==> src/rtl/aes_rx_pkg.sv <==
// aes_rx_pkg: shared constants, collector state type and payload CRC helper
package aes_rx_pkg;
  localparam int BLOCK_W = 128;
  localparam int BLOCK_BYTES = 16;
  typedef enum logic [0:0] {ST_IDLE = 1'b0, ST_COLLECT = 1'b1} state_t;
  // MSB-first CRC over a right-aligned payload of BLOCK_W-cw bits, no reflection, no final xor
  function automatic logic [31:0] crc_calc(input logic [119:0] payload, input logic [31:0] poly,
                                           input logic [31:0] init, input int cw);
    logic [31:0] mask, top, crc;
    logic [119:0] p;
    logic fb;
    mask = (32'h1 << cw) - 32'h1;
    top = 32'h1 << (cw - 1);
    crc = init & mask;
    p = payload << (cw - 8);
    for (int i = 0; i < 120; i++) begin
      if (i < BLOCK_W - cw) begin
        fb = (|(crc & top)) ^ p[119];
        crc = ((crc << 1) ^ (fb ? poly : 32'h0)) & mask;
      end
      p = p << 1;
    end
    return crc;
  endfunction
endpackage

==> src/rtl/aes_rx_fifo.sv <==
// aes_rx_fifo: first-word-fall-through FIFO with occupancy count
module aes_rx_fifo #(
  parameter int W = 113,
  parameter int DEPTH = 4
) (
  input  logic                       clk,
  input  logic                       reset,
  input  logic                       wr_en,
  input  logic [W-1:0]               wr_data,
  input  logic                       rd_en,
  output logic [W-1:0]               rd_data,
  output logic [$clog2(DEPTH):0]     count
);
  localparam int AW = $clog2(DEPTH);
  localparam logic [AW:0] FULL = (AW + 1)'(DEPTH);
  logic [W-1:0] mem [DEPTH];
  logic [AW-1:0] wp, rp;
  logic do_wr, do_rd;
  assign do_wr = wr_en && (count != FULL);
  assign do_rd = rd_en && (count != '0);
  assign rd_data = mem[rp];
  // storage, pointers and occupancy; a simultaneous push and pop leaves count unchanged
  always_ff @(posedge clk or posedge reset)
    if (reset) begin
      for (int i = 0; i < DEPTH; i++) mem[i] <= '0;
      wp <= '0;
      rp <= '0;
      count <= '0;
    end else begin
      if (do_wr) begin
        mem[wp] <= wr_data;
        wp <= wp + 1'b1;
      end
      if (do_rd) rp <= rp + 1'b1;
      count <= count + (AW + 1)'(do_wr) - (AW + 1)'(do_rd);
    end
endmodule

==> src/rtl/decipher.sv <==
// decipher: combinational block decipher core for the AES-over-UART link
module decipher #(
  parameter logic [127:0] KEY = 128'h2B7E_1516_28AE_D2A6_ABF7_1588_09CF_4F3C
) (
  input  logic [127:0] ct,
  output logic [127:0] pt
);
  logic [127:0] x;
  assign x = ct ^ KEY;
  assign pt = {x[119:0], x[127:120]};
endmodule

==> src/rtl/aes_rx_pipe.sv <==
// aes_rx_pipe: byte collector, decipher stage, CRC check and output FIFO for the UART link
module aes_rx_pipe
  import aes_rx_pkg::*;
#(
  parameter int          CRC_W       = 16,
  parameter logic [31:0] CRC_POLY    = 32'h0000_1021,
  parameter logic [31:0] CRC_INIT    = 32'h0000_FFFF,
  parameter int          FIFO_DEPTH  = 4,
  parameter int          TIMEOUT_CYC = 1024,
  parameter logic        DROP_BAD    = 1'b0
) (
  input  logic                   clk,
  input  logic                   reset,
  input  logic [7:0]             in_data,
  input  logic                   in_valid,
  output logic                   in_ready,
  input  logic                   crc_en,
  output logic [127-CRC_W:0]     out_data,
  output logic                   out_err,
  output logic                   out_valid,
  input  logic                   out_ready,
  output logic                   timeout,
  output logic [15:0]            good_cnt,
  output logic [15:0]            bad_cnt
);
  localparam int PW = BLOCK_W - CRC_W;
  localparam int IW = TIMEOUT_CYC > 0 ? $clog2(TIMEOUT_CYC + 1) : 1;
  localparam int CW = $clog2(FIFO_DEPTH) + 2;
  state_t state;
  logic [3:0] idx;
  logic [IW-1:0] idle_q;
  logic [119:0] sh_q;
  logic [127:0] blk_q, pt_q, dec_pt;
  logic blk_v, blk_crc, pt_v, pt_crc, acc, to_fire, err, wr_en;
  logic [119:0] pay_ext;
  logic [31:0] crc_full;
  logic [PW:0] rd_data;
  logic [$clog2(FIFO_DEPTH):0] fifo_count;
  assign in_ready = ({1'b0, fifo_count} + CW'(blk_v) + CW'(pt_v)) < CW'(FIFO_DEPTH);
  assign acc = in_valid && in_ready;
  assign to_fire = (TIMEOUT_CYC != 0) && (state == ST_COLLECT) && (idle_q == IW'(TIMEOUT_CYC));
  assign timeout = to_fire;
  // byte collector: shifts bytes in MSB-first, hands a full block to the pipeline, aborts stale partial blocks
  always_ff @(posedge clk or posedge reset)
    if (reset) begin
      state <= ST_IDLE;
      idx <= '0;
      idle_q <= '0;
      sh_q <= '0;
      blk_q <= '0;
      blk_v <= 1'b0;
      blk_crc <= 1'b0;
    end else begin
      blk_v <= 1'b0;
      if (to_fire) begin
        state <= ST_IDLE;
        idx <= '0;
        idle_q <= '0;
      end else if (acc) begin
        sh_q <= {sh_q[111:0], in_data};
        idle_q <= '0;
        if (state == ST_IDLE) begin
          state <= ST_COLLECT;
          idx <= 4'd1;
        end else if (idx == 4'd15) begin
          state <= ST_IDLE;
          idx <= '0;
          blk_q <= {sh_q, in_data};
          blk_v <= 1'b1;
          blk_crc <= crc_en;
        end else idx <= idx + 4'd1;
      end else if (state == ST_COLLECT && idle_q != IW'(TIMEOUT_CYC)) idle_q <= idle_q + 1'b1;
    end
  decipher u_dec (.ct(blk_q), .pt(dec_pt));
  // decipher stage register, carrying the block's crc_en alongside it
  always_ff @(posedge clk or posedge reset)
    if (reset) begin
      pt_q <= '0;
      pt_v <= 1'b0;
      pt_crc <= 1'b0;
    end else begin
      pt_v <= blk_v;
      if (blk_v) begin
        pt_q <= dec_pt;
        pt_crc <= blk_crc;
      end
    end
  assign pay_ext = 120'(pt_q[127:CRC_W]);
  assign crc_full = crc_calc(pay_ext, CRC_POLY, CRC_INIT, CRC_W);
  assign err = pt_crc && (crc_full != 32'(pt_q[CRC_W-1:0]));
  assign wr_en = pt_v && !(err && DROP_BAD);
  // saturating frame counters; failed frames are counted even when dropped
  always_ff @(posedge clk or posedge reset)
    if (reset) begin
      good_cnt <= '0;
      bad_cnt <= '0;
    end else begin
      if (pt_v && !err && good_cnt != 16'hFFFF) good_cnt <= good_cnt + 16'd1;
      if (pt_v && err && bad_cnt != 16'hFFFF) bad_cnt <= bad_cnt + 16'd1;
    end
  aes_rx_fifo #(.W(PW + 1), .DEPTH(FIFO_DEPTH)) u_fifo (
    .clk(clk),
    .reset(reset),
    .wr_en(wr_en),
    .wr_data({err, pt_q[127:CRC_W]}),
    .rd_en(out_ready),
    .rd_data(rd_data),
    .count(fifo_count)
  );
  assign out_valid = fifo_count != '0;
  assign out_err = rd_data[PW];
  assign out_data = rd_data[PW-1:0];
endmodule

==> config.mk <==
export PLATFORM = sky130hd
export DESIGN_NAME = aes_rx_pipe
export DESIGN_NICKNAME = d
export VERILOG_FILES = /design/src/rtl/aes_rx_pkg.sv /design/src/rtl/aes_rx_fifo.sv /design/src/rtl/decipher.sv /design/src/rtl/aes_rx_pipe.sv
export SDC_FILE = /design/constraint.sdc
export NUM_CORES = 2
export LEC_CHECK = 0
export ABC_CLOCK_PERIOD_IN_PS = 14000
export BUFFER_PORTS_ARGS = -buffer_cell sky130_fd_sc_hd__buf_4
export CORE_MARGIN = 3
export CORE_UTILIZATION = 35
export DETAILED_ROUTE_END_ITERATION = 16
export MAX_ROUTING_LAYER = met4
export PLACE_DENSITY_LB_ADDON = 0.08
export SYNTH_ARGS = -nofsm -noshare
export SYNTH_HDL_FRONTEND = slang
export SYNTH_HIERARCHICAL = 1
export SYNTH_SLANG_ARGS = --single-unit
==> constraint.sdc <==
create_clock -name clk -period 14 [get_ports clk]
set_input_delay 1.4 -clock clk [delete_from_list [all_inputs] [get_ports clk]]
set_output_delay 1.4 -clock clk [all_outputs]
set_load 0.01 [all_outputs]
==> summary.md <==
| Metric | Value |
|---|---|
| Number of fill cells | 11,100 |
| Initial antenna violation count | 2 |
| Drt first pass iters | 4 |
| R2r endpoint | good_cnt[1] |
| Non-Filler Instances | 4,488 |
| Final hold viol count | 0 |
| Max FO, Critical Path | 15 |
| CP endpoint kind | register |
| Syn Nets | 2,714 |
| Antenna-violating nets left | 0 |
| Unique cell type count in the Yosys netlist | 58 |
| CP Launch Type | register |
| Total clock sinks | 887 |
| CTS buffer count | 102 |
| Prevailing post-synth register cell | dfrtp_1 |
| Total Routing Usage GR | 17.3% |
| Die H | 357 um |
| Hold buffers post-CTS | 0 |
| Post-synth top area share | 51.4% |
| Most area-consuming cells after synthesis | dfrtp_1, mux2_2, mux2_4 |
| Post-Synthesis Cells | 2,688 |
| R2R Setup Slk | 5.82 ns |
| WL final | 105,000 um |
| Die X | 357 um |
| Count leader, synth | dfrtp_1 |
| H-Tree Level Count | 3 |
| Post-DP HPWL | 70,200 um |
| Async set-or-reset flop fraction in the synthesized netlist | 100% |
| Layout cells sized above 1 | 46.4% |
| Seq cells post-synth | 887 |
| Number of vias per cell | 4.92 |
| Hold path depth | 2 |
| # setup viols final | 0 |
| Routed len/inst | 23.4 um |
| Status | finished, final reports clean |
| Tmin final | 8.18 ns |
| Final GP Congestion | 0.817 |
| Headroom to the max-slew limit | 27.6% |
| Synth warn | 6 |
| Post-synth top cells | dfrtp_1, mux2_2, mux2_4, xnor2_1, mux4_2 |
| Drt drc | 0 |
| Period utilization | 58.5% |
| Setup TNS Final | 0 ns |
| Remaining Overflow, GRT | 0 |
| Global-route wire length before repair | 163,000 um |
| Post-CTS Setup Bufs | 0 |
| Largest net degree at the start of global routing | 149 |
| Critical Path AT | 8.73 ns |
| Hold WC Path Type | register to register |
| Vias in the first global route | 24,800 |
| # IOs | 161 |
| Post-CTS Resized | 0 |
| Core ar. | 0.122 mm^2 |
| Post-synthesis sequential area ratio | 51.4% |
| Maximum clock rate | 122 MHz |
| CTS tree | built |
| CTS Buffer Depth | 3 |
| Syn Area/Cell | 16.1 um^2 |
| CTS Root Cell | clkbuf_16 |
| RSZ-0062 raised after global routing | false |
| Hold Path End | pt_q[36] |
| Clk slew on worst S/H paths | 0.06 ns |
| IO buf count | 160 |
| Cell accounting for the most synthesized area | dfrtp_1 |
| Routed vias | 22,100 |
| Worst Tran Pin Value | 1.09 ns |
| Clock Latency Late Sink | 0.68 ns |
| Final nets | 2,813 |
| Reg-to-reg startpoint | pt_q[121] |
| Max-slew violations | 0 |
| Drt initial violations | 1,024 |
| Setup Skew | 0.0195 ns |
| R2R depth | 18 |
| Worst Path Required | 14.55 ns |
| Die ar. | 0.128 mm^2 |
| Crit Path Class | register to register |
| Worst hold start | blk_q[28] |
| Placed cell count | 4,308 |
| Max-Cap Viols | 0 |
| Placement Rows | 128 |
| Post-Syn Area | 0.0432 mm^2 |
| Starting Density | 35.4% |
| EDFF count, synth | 0 |
| Area Overhead vs Synth | 12.6% |
worst max path at each step:
stage | start | end | slack [ns] | cells after the start
floorplan | reset | bad_cnt[0] | 0.68 | 1
global placement | pt_q[121] | good_cnt[1] | 5.85 | 18
detailed placement | pt_q[121] | good_cnt[1] | 5.79 | 18
CTS | pt_q[121] | good_cnt[1] | 5.76 | 18
global route | pt_q[122] | good_cnt[1] | 5.40 | 18
finish | pt_q[121] | good_cnt[1] | 5.82 | 18
metal layers:
| metal | global-route usage [%] | vias up | share of wire [%] |
|---|---|---|---|
| met4 | 4.10 | 0 | 2.1 |
| li1 | - | 9659 | - |
| met5 | - | - | 0 |
| met1 | 23.2 | 12000 | 46 |
| met2 | 27.7 | 298 | 48 |
| met3 | 2.59 | 147 | 3.4 |
kinds of logic (layout without fill, tap and decap cells):
| logic type | after synthesis | in the layout | share of synthesized area (%) |
|---|---|---|---|
| flip-flops | 887 | 887 | 51.4 |
| XOR/XNOR | 391 | 391 | 12.3 |
| adder cells (fa/ha/maj) | 13 | 13 | 0.394 |
| AO/OA/AOI/OAI | 46 | 46 | 0.689 |
| multiplexers | 942 | 942 | 29.9 |
| AND/OR/NAND/NOR | 130 | 130 | 1.60 |
| other | 0 | 1 | 0 |
| buffers and inverters | 279 | 453 | 3.74 |
layout by cell type, fill, tap and decap left out, types with 4 or more instances in the layout:
| master | count |
|---|---|
| dfrtp_1 | 884 |
| mux2_2 | 547 |
| mux2_4 | 280 |
| buf_4 | 187 |
| xnor2_1 | 172 |
| mux4_2 | 113 |
| clkbuf_16 | 105 |
| xnor3_1 | 98 |
| inv_1 | 83 |
| xor2_1 | 74 |
| clkbuf_1 | 28 |
| nand2_1 | 27 |
| clkbuf_8 | 24 |
| o21ai_0 | 19 |
| xnor2_2 | 19 |
| nor2_1 | 18 |
| nand3_1 | 16 |
| and3_1 | 14 |
| xor3_1 | 14 |
| nand4_1 | 14 |
| ha_1 | 12 |
| clkinv_2 | 12 |
| a21oi_1 | 8 |
| xnor3_2 | 7 |
| and2_1 | 6 |
| nand2b_1 | 5 |
| nor3_1 | 5 |
| inv_6 | 5 |
| xor2_2 | 4 |
| clkinvlp_4 | 4 |
| and3_4 | 4 |
through the flow:
stage | cell area [um^2] | hold slack, ns | setup WS [ns] | utilization [%]
after floorplan | 43200 | 0.352 | 0.682 | -
after global placement | 45500 | 0.467 | 5.85 | 37.2
after detailed placement | 45500 | 0.475 | 5.79 | 37.2
after CTS | 48700 | 0.490 | 5.76 | 39.8
after global routing | 48700 | 0.507 | 5.40 | 39.8
final | 48700 | 0.484 | 5.82 | 39.8
flip-flops by register name, indices dropped and copies added (netlist names), 2 cells and up:
| register | flops |
|---|---|
| bad_cnt | 16 |
| blk_q | 128 |
| good_cnt | 16 |
| idle_q | 11 |
| idx | 4 |
| pt_q | 128 |
| sh_q | 120 |
| u_fifo/count | 3 |
| u_fifo/mem | 452 |
| u_fifo/rp | 2 |
| u_fifo/wp | 2 |
worst max-delay path, cell delays in order (launching register included):
cell	delay, ns
dfrtp_1	0.61
xnor3_1	0.52
xnor3_1	0.32
xnor3_1	0.44
xnor2_1	0.45
xnor3_1	0.51
xnor3_2	0.49
xnor3_2	0.50
xnor2_1	0.41
xnor3_1	0.40
xnor3_1	0.28
xor2_1	0.31
xnor2_2	0.21
xnor3_1	0.29
or4_1	0.52
a2111o_1	0.40
a2111oi_2	0.62
o21a_2	0.40
mux2_2	0.37
final cells by class:
cell class,count,area [um^2],area share [%]
Sequential cell,887,22200,45.6
Clock inverter,22,144,0.296
Tap cell,1625,2030,4.18
Antenna cell,1,2.50,0.00514
Timing Repair Buffer,189,1440,2.97
Multi-Input combinational cell,1522,19400,39.9
Inverter,85,330,0.679
Clock buffer,157,3060,6.29
Power is left out: the tool's default activity adds up to more than one toggle a clock period on the data nets, which glitch-free logic cannot reach.
